**config.mk**
```make
export PLATFORM = sky130hd
export DESIGN_NAME = snn_csr_router_flat
export DESIGN_NICKNAME = d
export VERILOG_FILES = /design/src/rtl/snn_csr_router_if.sv /design/src/rtl/snn_csr_router.sv /design/src/flat_wrapper.sv
export SDC_FILE = /design/constraint.sdc
export NUM_CORES = 1
export LEC_CHECK = 0
export ABC_AREA = 1
export BUFFER_PORTS_ARGS = -buffer_cell sky130_fd_sc_hd__buf_2
export CAP_MARGIN = 20
export CORE_UTILIZATION = 47
export CTS_CLUSTER_SIZE = 24
export DETAILED_ROUTE_END_ITERATION = 10
export PLACE_DENSITY = 0.8
export SETUP_SLACK_MARGIN = 0.3
export SLEW_MARGIN = 20
export SYNTH_ARGS = -nofsm -noshare
export SYNTH_HDL_FRONTEND = slang
export SYNTH_SLANG_ARGS = --single-unit
```
**constraint.sdc**
```tcl
create_clock -name clk -period 4.3 [get_ports clk]
set_input_delay 0.86 -clock clk [delete_from_list [all_inputs] [get_ports clk]]
set_output_delay 0.86 -clock clk [all_outputs]
set_load 0.01 [all_outputs]
```
**src/rtl/snn_csr_router_if.sv**
```systemverilog
// Host and unit-side CSR bus for snn_csr_router.
// The master modport is the host/unit environment; the slave modport is the router.
interface snn_csr_router_if #(
    parameter int unsigned NUM_UNITS   = 2,
    parameter int unsigned ADDR_WIDTH  = 16,
    parameter int unsigned DATA_WIDTH  = 32,
    parameter int unsigned REGION_SIZE = 32'h1000,
    parameter int unsigned NUM_REGIONS = 4
);
    localparam int unsigned REGION_BITS = $clog2(NUM_REGIONS);
    localparam int unsigned OFFSET_BITS = $clog2(REGION_SIZE);

    logic                          req_valid;
    logic                          req_ready;
    logic                          req_write;
    logic [ADDR_WIDTH-1:0]         req_addr;
    logic [DATA_WIDTH-1:0]         req_wdata;
    logic                          rsp_valid;
    logic                          rsp_ready;
    logic [DATA_WIDTH-1:0]         rsp_rdata;
    logic                          rsp_err;
    logic [NUM_UNITS-1:0]          u_req_valid;
    logic [NUM_UNITS-1:0]          u_req_ready;
    logic                          u_req_write;
    logic [REGION_BITS-1:0]        u_req_region;
    logic [OFFSET_BITS-1:0]        u_req_offset;
    logic [DATA_WIDTH-1:0]         u_req_wdata;
    logic [NUM_UNITS-1:0]          u_rsp_valid;
    logic [NUM_UNITS*DATA_WIDTH-1:0] u_rsp_rdata;

    modport master (
        output req_valid, req_write, req_addr, req_wdata, rsp_ready,
        output u_req_ready, u_rsp_valid, u_rsp_rdata,
        input  req_ready, rsp_valid, rsp_rdata, rsp_err,
        input  u_req_valid, u_req_write, u_req_region, u_req_offset, u_req_wdata
    );

    modport slave (
        input  req_valid, req_write, req_addr, req_wdata, rsp_ready,
        input  u_req_ready, u_rsp_valid, u_rsp_rdata,
        output req_ready, rsp_valid, rsp_rdata, rsp_err,
        output u_req_valid, u_req_write, u_req_region, u_req_offset, u_req_wdata
    );
endinterface

```
**src/rtl/snn_csr_router.sv**
```systemverilog
// CSR router: decodes host addresses onto NUM_UNITS units, one transaction at a time,
// with decode-error and timeout responses and a saturating error counter.
module snn_csr_router #(
    parameter int unsigned NUM_UNITS      = 2,
    parameter int unsigned ADDR_WIDTH     = 16,
    parameter int unsigned DATA_WIDTH     = 32,
    parameter int unsigned UNIT_STRIDE    = 32'h6000,
    parameter int unsigned REGION_SIZE    = 32'h1000,
    parameter int unsigned NUM_REGIONS    = 4,
    parameter int unsigned TIMEOUT_CYCLES = 64
) (
    input  logic              clk,
    input  logic              rst,
    snn_csr_router_if.slave   bus,
    output logic [7:0]        err_count
);
    localparam int unsigned UNIT_BITS   = (NUM_UNITS > 1) ? $clog2(NUM_UNITS) : 1;
    localparam int unsigned REGION_BITS = $clog2(NUM_REGIONS);
    localparam int unsigned OFFSET_BITS = $clog2(REGION_SIZE);
    localparam int unsigned TMO_BITS    = $clog2(TIMEOUT_CYCLES) + 1;
    localparam int unsigned UNITS_END   = NUM_UNITS * UNIT_STRIDE;
    localparam int unsigned REGIONS_END = NUM_REGIONS * REGION_SIZE;

    typedef enum logic [1:0] {StIdle, StDispatch, StWaitRsp, StRespond} state_e;

    state_e                  state_q, state_d;
    logic                    write_q, write_d;
    logic [REGION_BITS-1:0]  region_q, region_d;
    logic [OFFSET_BITS-1:0]  offset_q, offset_d;
    logic [DATA_WIDTH-1:0]   wdata_q, wdata_d;
    logic [UNIT_BITS-1:0]    unit_q, unit_d;
    logic [DATA_WIDTH-1:0]   rdata_q, rdata_d;
    logic                    err_q, err_d;
    logic [TMO_BITS-1:0]     tmo_q, tmo_d;
    logic [7:0]              err_count_q, err_count_d;

    logic [31:0]             addr_u, base_u, off_u;
    logic [UNIT_BITS-1:0]    dec_unit;
    logic                    dec_mapped;
    logic                    sel_req_ready, sel_rsp_valid, timeout;
    logic [DATA_WIDTH-1:0]   sel_rdata;

    // Unit select by constant threshold compares; region/offset are bit fields of the offset.
    always_comb begin
        addr_u   = 32'(bus.req_addr);
        dec_unit = '0;
        base_u   = '0;
        for (int unsigned k = 1; k < NUM_UNITS; k++) begin
            if (addr_u >= k * UNIT_STRIDE) begin
                dec_unit = UNIT_BITS'(k);
                base_u   = k * UNIT_STRIDE;
            end
        end
        off_u      = addr_u - base_u;
        dec_mapped = (addr_u < UNITS_END) && (off_u < REGIONS_END);
    end

    assign sel_req_ready = bus.u_req_ready[unit_q];
    assign sel_rsp_valid = bus.u_rsp_valid[unit_q];
    assign sel_rdata     = bus.u_rsp_rdata[unit_q*DATA_WIDTH +: DATA_WIDTH];
    assign timeout       = (tmo_q >= TMO_BITS'(TIMEOUT_CYCLES - 1));

    always_comb begin
        state_d     = state_q;
        write_d     = write_q;
        region_d    = region_q;
        offset_d    = offset_q;
        wdata_d     = wdata_q;
        unit_d      = unit_q;
        rdata_d     = rdata_q;
        err_d       = err_q;
        tmo_d       = tmo_q;
        err_count_d = err_count_q;
        unique case (state_q)
            StIdle: begin
                if (bus.req_valid) begin
                    write_d  = bus.req_write;
                    region_d = REGION_BITS'(off_u >> OFFSET_BITS);
                    offset_d = OFFSET_BITS'(off_u);
                    wdata_d  = bus.req_wdata;
                    unit_d   = dec_unit;
                    tmo_d    = '0;
                    rdata_d  = '0;
                    err_d    = !dec_mapped;
                    state_d  = dec_mapped ? StDispatch : StRespond;
                end
            end
            StDispatch: begin
                tmo_d = tmo_q + TMO_BITS'(1);
                if (sel_req_ready) begin
                    state_d = StWaitRsp;
                end else if (timeout) begin
                    err_d   = 1'b1;
                    rdata_d = '0;
                    state_d = StRespond;
                end
            end
            StWaitRsp: begin
                tmo_d = tmo_q + TMO_BITS'(1);
                // A response in the timeout cycle still completes normally.
                if (sel_rsp_valid) begin
                    rdata_d = write_q ? '0 : sel_rdata;
                    err_d   = 1'b0;
                    state_d = StRespond;
                end else if (timeout) begin
                    err_d   = 1'b1;
                    rdata_d = '0;
                    state_d = StRespond;
                end
            end
            StRespond: begin
                if (bus.rsp_ready) begin
                    state_d = StIdle;
                    if (err_q && (err_count_q != 8'hFF)) err_count_d = err_count_q + 8'd1;
                end
            end
            default: state_d = StIdle;
        endcase
    end

    always_ff @(posedge clk or posedge rst) begin
        if (rst) begin
            state_q     <= StIdle;
            write_q     <= 1'b0;
            region_q    <= '0;
            offset_q    <= '0;
            wdata_q     <= '0;
            unit_q      <= '0;
            rdata_q     <= '0;
            err_q       <= 1'b0;
            tmo_q       <= '0;
            err_count_q <= '0;
        end else begin
            state_q     <= state_d;
            write_q     <= write_d;
            region_q    <= region_d;
            offset_q    <= offset_d;
            wdata_q     <= wdata_d;
            unit_q      <= unit_d;
            rdata_q     <= rdata_d;
            err_q       <= err_d;
            tmo_q       <= tmo_d;
            err_count_q <= err_count_d;
        end
    end

    // req_ready is gated by rst so every output reads 0 while reset is held.
    always_comb begin
        bus.req_ready   = (state_q == StIdle) && !rst;
        bus.u_req_valid = '0;
        if (state_q == StDispatch) bus.u_req_valid[unit_q] = 1'b1;
    end

    assign bus.rsp_valid    = (state_q == StRespond);
    assign bus.rsp_rdata    = rdata_q;
    assign bus.rsp_err      = err_q;
    assign bus.u_req_write  = write_q;
    assign bus.u_req_region = region_q;
    assign bus.u_req_offset = offset_q;
    assign bus.u_req_wdata  = wdata_q;
    assign err_count        = err_count_q;
endmodule
```
**src/flat_wrapper.sv**
```systemverilog
// flat-port wrapper written by rule: the top's interface ports become plain ports
module snn_csr_router_flat 
#(
    parameter int unsigned NUM_UNITS      = 2,
    parameter int unsigned ADDR_WIDTH     = 16,
    parameter int unsigned DATA_WIDTH     = 32,
    parameter int unsigned UNIT_STRIDE    = 32'h6000,
    parameter int unsigned REGION_SIZE    = 32'h1000,
    parameter int unsigned NUM_REGIONS    = 4,
    parameter int unsigned TIMEOUT_CYCLES = 64
)
  (clk, rst, err_count, bus_req_valid, bus_req_write, bus_req_addr, bus_req_wdata, bus_rsp_ready, bus_u_req_ready, bus_u_rsp_valid, bus_u_rsp_rdata, bus_req_ready, bus_rsp_valid, bus_rsp_rdata, bus_rsp_err, bus_u_req_valid, bus_u_req_write, bus_u_req_region, bus_u_req_offset, bus_u_req_wdata);
  snn_csr_router_if #(.NUM_UNITS(NUM_UNITS), .ADDR_WIDTH(ADDR_WIDTH), .DATA_WIDTH(DATA_WIDTH), .REGION_SIZE(REGION_SIZE), .NUM_REGIONS(NUM_REGIONS)) bus_i ();
  input  logic clk;
  input  logic rst;
  output logic [7:0] err_count;
  input wire logic [$bits(bus_i.req_valid)-1:0] bus_req_valid;
  input wire logic [$bits(bus_i.req_write)-1:0] bus_req_write;
  input wire logic [$bits(bus_i.req_addr)-1:0] bus_req_addr;
  input wire logic [$bits(bus_i.req_wdata)-1:0] bus_req_wdata;
  input wire logic [$bits(bus_i.rsp_ready)-1:0] bus_rsp_ready;
  input wire logic [$bits(bus_i.u_req_ready)-1:0] bus_u_req_ready;
  input wire logic [$bits(bus_i.u_rsp_valid)-1:0] bus_u_rsp_valid;
  input wire logic [$bits(bus_i.u_rsp_rdata)-1:0] bus_u_rsp_rdata;
  output wire logic [$bits(bus_i.req_ready)-1:0] bus_req_ready;
  output wire logic [$bits(bus_i.rsp_valid)-1:0] bus_rsp_valid;
  output wire logic [$bits(bus_i.rsp_rdata)-1:0] bus_rsp_rdata;
  output wire logic [$bits(bus_i.rsp_err)-1:0] bus_rsp_err;
  output wire logic [$bits(bus_i.u_req_valid)-1:0] bus_u_req_valid;
  output wire logic [$bits(bus_i.u_req_write)-1:0] bus_u_req_write;
  output wire logic [$bits(bus_i.u_req_region)-1:0] bus_u_req_region;
  output wire logic [$bits(bus_i.u_req_offset)-1:0] bus_u_req_offset;
  output wire logic [$bits(bus_i.u_req_wdata)-1:0] bus_u_req_wdata;
  assign bus_i.req_valid = bus_req_valid;
  assign bus_i.req_write = bus_req_write;
  assign bus_i.req_addr = bus_req_addr;
  assign bus_i.req_wdata = bus_req_wdata;
  assign bus_i.rsp_ready = bus_rsp_ready;
  assign bus_i.u_req_ready = bus_u_req_ready;
  assign bus_i.u_rsp_valid = bus_u_rsp_valid;
  assign bus_i.u_rsp_rdata = bus_u_rsp_rdata;
  assign bus_req_ready = bus_i.req_ready;
  assign bus_rsp_valid = bus_i.rsp_valid;
  assign bus_rsp_rdata = bus_i.rsp_rdata;
  assign bus_rsp_err = bus_i.rsp_err;
  assign bus_u_req_valid = bus_i.u_req_valid;
  assign bus_u_req_write = bus_i.u_req_write;
  assign bus_u_req_region = bus_i.u_req_region;
  assign bus_u_req_offset = bus_i.u_req_offset;
  assign bus_u_req_wdata = bus_i.u_req_wdata;
  snn_csr_router #(.NUM_UNITS(NUM_UNITS), .ADDR_WIDTH(ADDR_WIDTH), .DATA_WIDTH(DATA_WIDTH), .UNIT_STRIDE(UNIT_STRIDE), .REGION_SIZE(REGION_SIZE), .NUM_REGIONS(NUM_REGIONS), .TIMEOUT_CYCLES(TIMEOUT_CYCLES)) u_core (.clk(clk), .rst(rst), .bus(bus_i), .err_count(err_count));
endmodule
```
Yosys cells after proc, flatten, opt, wreduce, memory -nomap -nowiden
Cells that the tools add are included.

Bits in latches: 0. Word-level logic and storage cells: 71. RAM bits: 0. Memories: 0. ROM bits: 0. Output and inout port bits: 92. Bits of input ports: 121. Bits in registers: 98.

Reductions and logical operators: 15. Multiply operators: 0. Bitwise gates (word level): 0. Add/sub/neg operators: 3. Mux-type cells: 29. Div/mod/pow operators: 0. Eq/ne operators: 7. Shift-type cells: 1. $lt $le $gt $ge: 6.

Operator list (number): 32-bit two-way mux (5); 32-bit one-hot mux with 3 select lines (1); 64-bit by 7-bit indexed part select with 32-bit output (1); 32-bit by 15-bit less-than comparator with 1-bit output (second input constant) (1); 16-bit by 15-bit subtractor with 17-bit output (1); 16-bit by 15-bit >= comparator with 1-bit output (second input constant) (1); 16-bit less-than comparator (second input constant) (1); 15-bit two-way mux (1); 2-bit two-way mux (7); 7-bit one-hot mux with 2 select lines (1); 1-bit two-way mux (10); 8-bit by 1-bit adder with 8-bit output (second input constant) (1); 8-bit != test (second input constant) (1); 2-bit one-hot mux with 4 select lines (1); 7-bit by 1-bit adder with 7-bit output (second input constant) (1); 7-bit by 6-bit >= comparator with 1-bit output (second input constant) (1); 7-bit two-way mux (1); 2-bit != test (second input constant) (3); 2-bit AND reduction (3); 3-bit AND reduction (2); 2-bit equality test (second input constant) (2); 1-bit logical AND (4); 1-bit one-hot mux with 3 select lines (1); 3-bit nonzero test (1); 8 further kinds (9).

Depth between registers and ports, before layout
Depth after elaboration: 8. Gate-level depth with buffers: 14. Depth with buffers taken out: 14.

Worst setup path before layout
Ideal clock, no wire load.

Path type: input to register. From: input bus_req_addr[13]. To: register u_core.state_q[1]. Data required time: 4.184 ns. Setup slack: 2.033 ns. Buffers on the path: 0. Arrival: 2.151 ns. Stages on the path: 11. Library setup time: 0.116 ns. Path through: a21oi_1 > inv_1 > ha_1 > inv_1 > fa_1 > inv_1 > nand3_1 > nand2_1 > inv_1 > nand2_1 > nand2_1.

Word-level cells in the longest chain between the ends: 8. Elaborated cells between the ends (all ways): 9. Classes of those cells: 1 x add/sub; 3 x order compare; 4 x mux; 1 x reduce/logical.

Ends and longest elaborated chain: start: declaration (RTL line flat_wrapper.sv:19) `input wire logic [$bits(bus_i.req_addr)-1:0] bus_req_addr;`; 16-bit by 15-bit >= comparator with 1-bit output (RTL line snn_csr_router.sv:49) `if (addr_u >= k * UNIT_STRIDE) begin`; 15-bit two-way mux (RTL line snn_csr_router.sv:49); 16-bit by 15-bit subtractor with 17-bit output (RTL line snn_csr_router.sv:54) `off_u = addr_u - base_u;`; 32-bit by 15-bit less-than comparator with 1-bit output (RTL line snn_csr_router.sv:55) `dec_mapped = (addr_u < UNITS_END) && (off_u < REGIONS_END);`; 1-bit logical AND * (RTL line snn_csr_router.sv:55); 2-bit two-way mux * (RTL line snn_csr_router.sv:85) `state_d = dec_mapped ? StDispatch : StRespond;`; 2-bit two-way mux * (RTL line snn_csr_router.sv:76) `if (bus.req_valid) begin`; 2-bit one-hot mux with 4 select lines * (RTL line snn_csr_router.sv:74) `unique case (state_q)`; end signal: assignment (RTL line snn_csr_router.sv:123) `state_q <= StIdle;`; end signal: assignment (RTL line snn_csr_router.sv:134) `state_q <= state_d;`; end: declaration (RTL line snn_csr_router.sv:26) `state_e state_q, state_d;`.

Mark *: on every way between the ends. The rest lies on a longest branch, timed or not. The select of a mux whose other input is x is not followed. A chain may end at the register's enable or synchronous reset.

Worst setup path after layout
From: register u_core.state_q[0]. To: output bus_req_ready.

Word-level cells in the longest chain between the ends: 2.

Ends and longest elaborated chain: 2-bit logical NOT (RTL line snn_csr_router.sv:149) `bus.req_ready = (state_q == StIdle) && !rst;`; 1-bit logical AND (RTL line snn_csr_router.sv:149); end: declaration (RTL line flat_wrapper.sv:25) `output wire logic [$bits(bus_i.req_ready)-1:0] bus_req_ready;`.

No other way between the ends.

==> flow_summary_export.csv <==
group,metric,value,unit
cells_and_area,areaGrowthSynthToFinish,28.8,%
cells_and_area,final_area,6020,um^2
critical_path,worstSetupStartpointType,"flop",
critical_path,rr_worst_depth,8,
detailed_routing,routed_wirelength,11300,um
critical_path,reg2reg_from,"u_core.state_q[0]$_DFFE_PP0P_",
yosys,synth_top_area_cell,"dfrtp_1",
floorplan,io_pins,213,
placement,dpl_cell_area,5810,um^2
yosys,yosysTopAreaCellShare,0.525,
detailed_routing,drtIter0Drc,196,
clock_tree,cts_setup_buffers,0,
power,leakagePower,3.76,nW
detailed_routing,routed_via_density,4.60,
placement,io_buffer_count,212,
sta,grt_setup_unrepaired,"false",
clock_tree,cts_tree,"yes",
cells_and_area,final_cell_mix,"nand2_1, buf_2, dfrtp_1",
yosys,syn_area,4670,um^2
critical_path,worst_r2r_endpoint,"u_core.bus.u_req_offset[11]$_DFFE_PP0P_",
yosys,synth-seq-cells,98,
yosys,postSynthCellCount,618,
yosys,yosysSeqAreaShare,0.525,
yosys,ys_top_cells_by_area,"dfrtp_1, nand2_1, inv_1, ha_1, nor2_1",
sta,hold_ws,0.472,ns
sta,max_slew_margin,0.431,
detailed_routing,drc,0,
power,cellPowerDensity,602,nW/um^2
placement,pre_cts_slack,1.68,ns
cells_and_area,layout_commonest_cell,"nand2_1",
floorplan,core_area,9680,um^2
floorplan,fp.dieArea,10300,um^2
sta,timing.final.crit_share,0.548,
clock_tree,numClockSinks,98,
hold_path,worstHoldStart,"u_core.bus.rsp_rdata[22]$_DFFE_PP0P_",
yosys,yosysWarnings,0,
detailed_routing,ant_nets,0,
sta,setup_slack,1.94,ns
clock_tree,cts_resized,0,
sta,min_period,2.36,ns
placement,place.gp.congestion,0.829,
sta,drv_slew,0,
clock_tree,cts_buffer_depth,2,
outcome,status,"finished clean",
power,ir_drop,314,uV
yosys,ys_types,25,
cells_and_area,fillerInstances,882,
global_route,grt_pass1_wl,17700,um
critical_path,endpoint,"bus_req_ready",
yosys,syn_avg_cell_area,7.56,um^2
critical_path,reg2reg_slack,2.02,ns
clock_tree,cts.clk_slew.worst_paths,0.09,ns
placement,place_hpwl,8150,um
clock_tree,cts_made_buffers,9,
global_route,overflow,0,
hold_path,hp-class,"flop to flop",
sta,finalHoldViolCount,0,
critical_path,critPathMaxFanout,5,
floorplan,start_util,0.483,
detailed_routing,via_count,4421,
floorplan,dieHeight,102,um
detailed_routing,first_pass_iters,6,
critical_path,critPathCaptureType,"output port",
run,drv_cap,0,
critical_path,crit_arrival,1.50,ns
global_route,grt_max_degree,71,
clock_tree,cts_hold_buf,0,
sta,worstMarginPinSlew,0.854,ns
sta,setup_tns,0,ns
critical_path,crit_type,"flop to output port",
sta,fmax,0.425,GHz
clock_tree,cts-root-buf,"clkbuf_8",
global_route,grt_usage,0.220,
critical_path,startpoint,"u_core.state_q[0]$_DFFE_PP0P_",
sta,setup_viol,0,
critical_path,required,3.44,ns
global_route,grt_pass1_vias,3883,
global_route,antenna_found_initial,0,
clock_tree,cts_htree_levels,3,
detailed_routing,wl_per_cell,11.7,um
cells_and_area,antenna-diode-count,0,
floorplan,fp-row-count,36,
clock_tree,clock_latency,0.37,ns
cells_and_area,finalNetCount,954,
yosys,synth_nets,748,
cells_and_area,drive_above_1_share,0.294,
sta,fin_skew,0.00982,ns
floorplan,die_x,102,um
## final cells by class
cell class              count  area [um^2]  area share
flip-flops and latches     98         2450       0.407
multi-input cells         464         1960       0.326
repair buffers            218         1110       0.184
well taps                 133          166      0.0276
inverters                  33          126      0.0210
clock buffers               9          124      0.0206
clock inverters             7         77.6      0.0129
## how the worst min path moves through the flow
stage / cells after the start / end / slack [ns]
floorplan: 1 / u_core.tmo_q[1]$_DFFE_PP0P_ / 0.50
global placement: 2 / u_core.bus.rsp_rdata[8]$_DFFE_PP0P_ / 0.45
detailed placement: 2 / u_core.bus.rsp_rdata[13]$_DFFE_PP0P_ / 0.45
CTS: 2 / u_core.bus.rsp_rdata[13]$_DFFE_PP0P_ / 0.48
global route: 2 / u_core.bus.rsp_rdata[29]$_DFFE_PP0P_ / 0.49
finish: 2 / u_core.bus.rsp_rdata[22]$_DFFE_PP0P_ / 0.47
## logic make-up (layout without fill, tap and decap cells)
kind of cell,Yosys count,count (layout),synth area share
xor gates and xnor gates,8,8,0.0150
and+or+nand+nor,428,428,0.357
AOI/OAI and AO/OA,19,19,0.0222
DFF,98,98,0.525
buffers and inverters,56,267,0.0551
adders and majority gates,9,9,0.0257
## registers in the layout, indices dropped and copies added, names as in the netlist
name and count:
u_core.bus.rsp_err 1, u_core.bus.rsp_rdata 32, u_core.bus.u_req_offset 12, u_core.bus.u_req_region 2
u_core.bus.u_req_wdata 32, u_core.bus.u_req_write 1, u_core.err_count 8, u_core.state_q 2
u_core.tmo_q 7, u_core.unit_q 1
## synthesized netlist by cell type
cell type / number
a21oi_1: 7
a22o_1: 1
buf_2: 5
buf_4: 3
buf_6: 4
clkbuf_1: 11
dfrtp_1: 98
fa_1: 1
ha_1: 8
inv_1: 31
inv_2: 2
nand2_1: 379
nand2_2: 5
nand3_1: 13
nand3_2: 1
nand3b_1: 1
nand4_1: 3
nor2_1: 21
nor3_1: 4
nor3_4: 1
o21a_1: 1
o21ai_0: 9
o21bai_1: 1
xnor2_1: 3
xor2_1: 5
## worst max-delay path, stage by stage (launching register included)
cell and delay [ns]:
dfrtp_1 0.42, inv_1 0.11, ha_1 0.26, inv_1 0.10, nor2_1 0.10, buf_2 0.14
## where the power goes
| part | switching, W | internal (W) | leakage (nW) |
|---|---|---|---|
| Sequential | 0.000188 | 0.00123 | 1.28 |
| Clock | 0.000332 | 0.000272 | 0.0881 |
| Combinational | 0.00104 | 0.000568 | 2.39 |
| Total | 0.00155 | 0.00207 | 3.76 |
## routing by layer
layer  wire length (um)  global-route usage  up-vias
met2               4900               0.347      193
met3                904              0.0497       23
met1               5220               0.287     1926
li1                   -                   -     2279
met4                271               0.106        0
met5                  0                   0        -
## metrics by stage
| step | power (W) | util | cells |
|---|---|---|---|
| final | 0.00362 | 0.622 | 962 |
| after global routing | 0.00394 | 0.622 | 962 |
| after CTS | 0.00365 | 0.621 | 961 |
| after detailed placement | 0.00304 | 0.600 | 945 |
| after global placement | 0.00303 | 0.600 | 945 |
| after floorplan | 0.00250 | - | 618 |
Note: power is estimated with default switching activity, not from simulation.
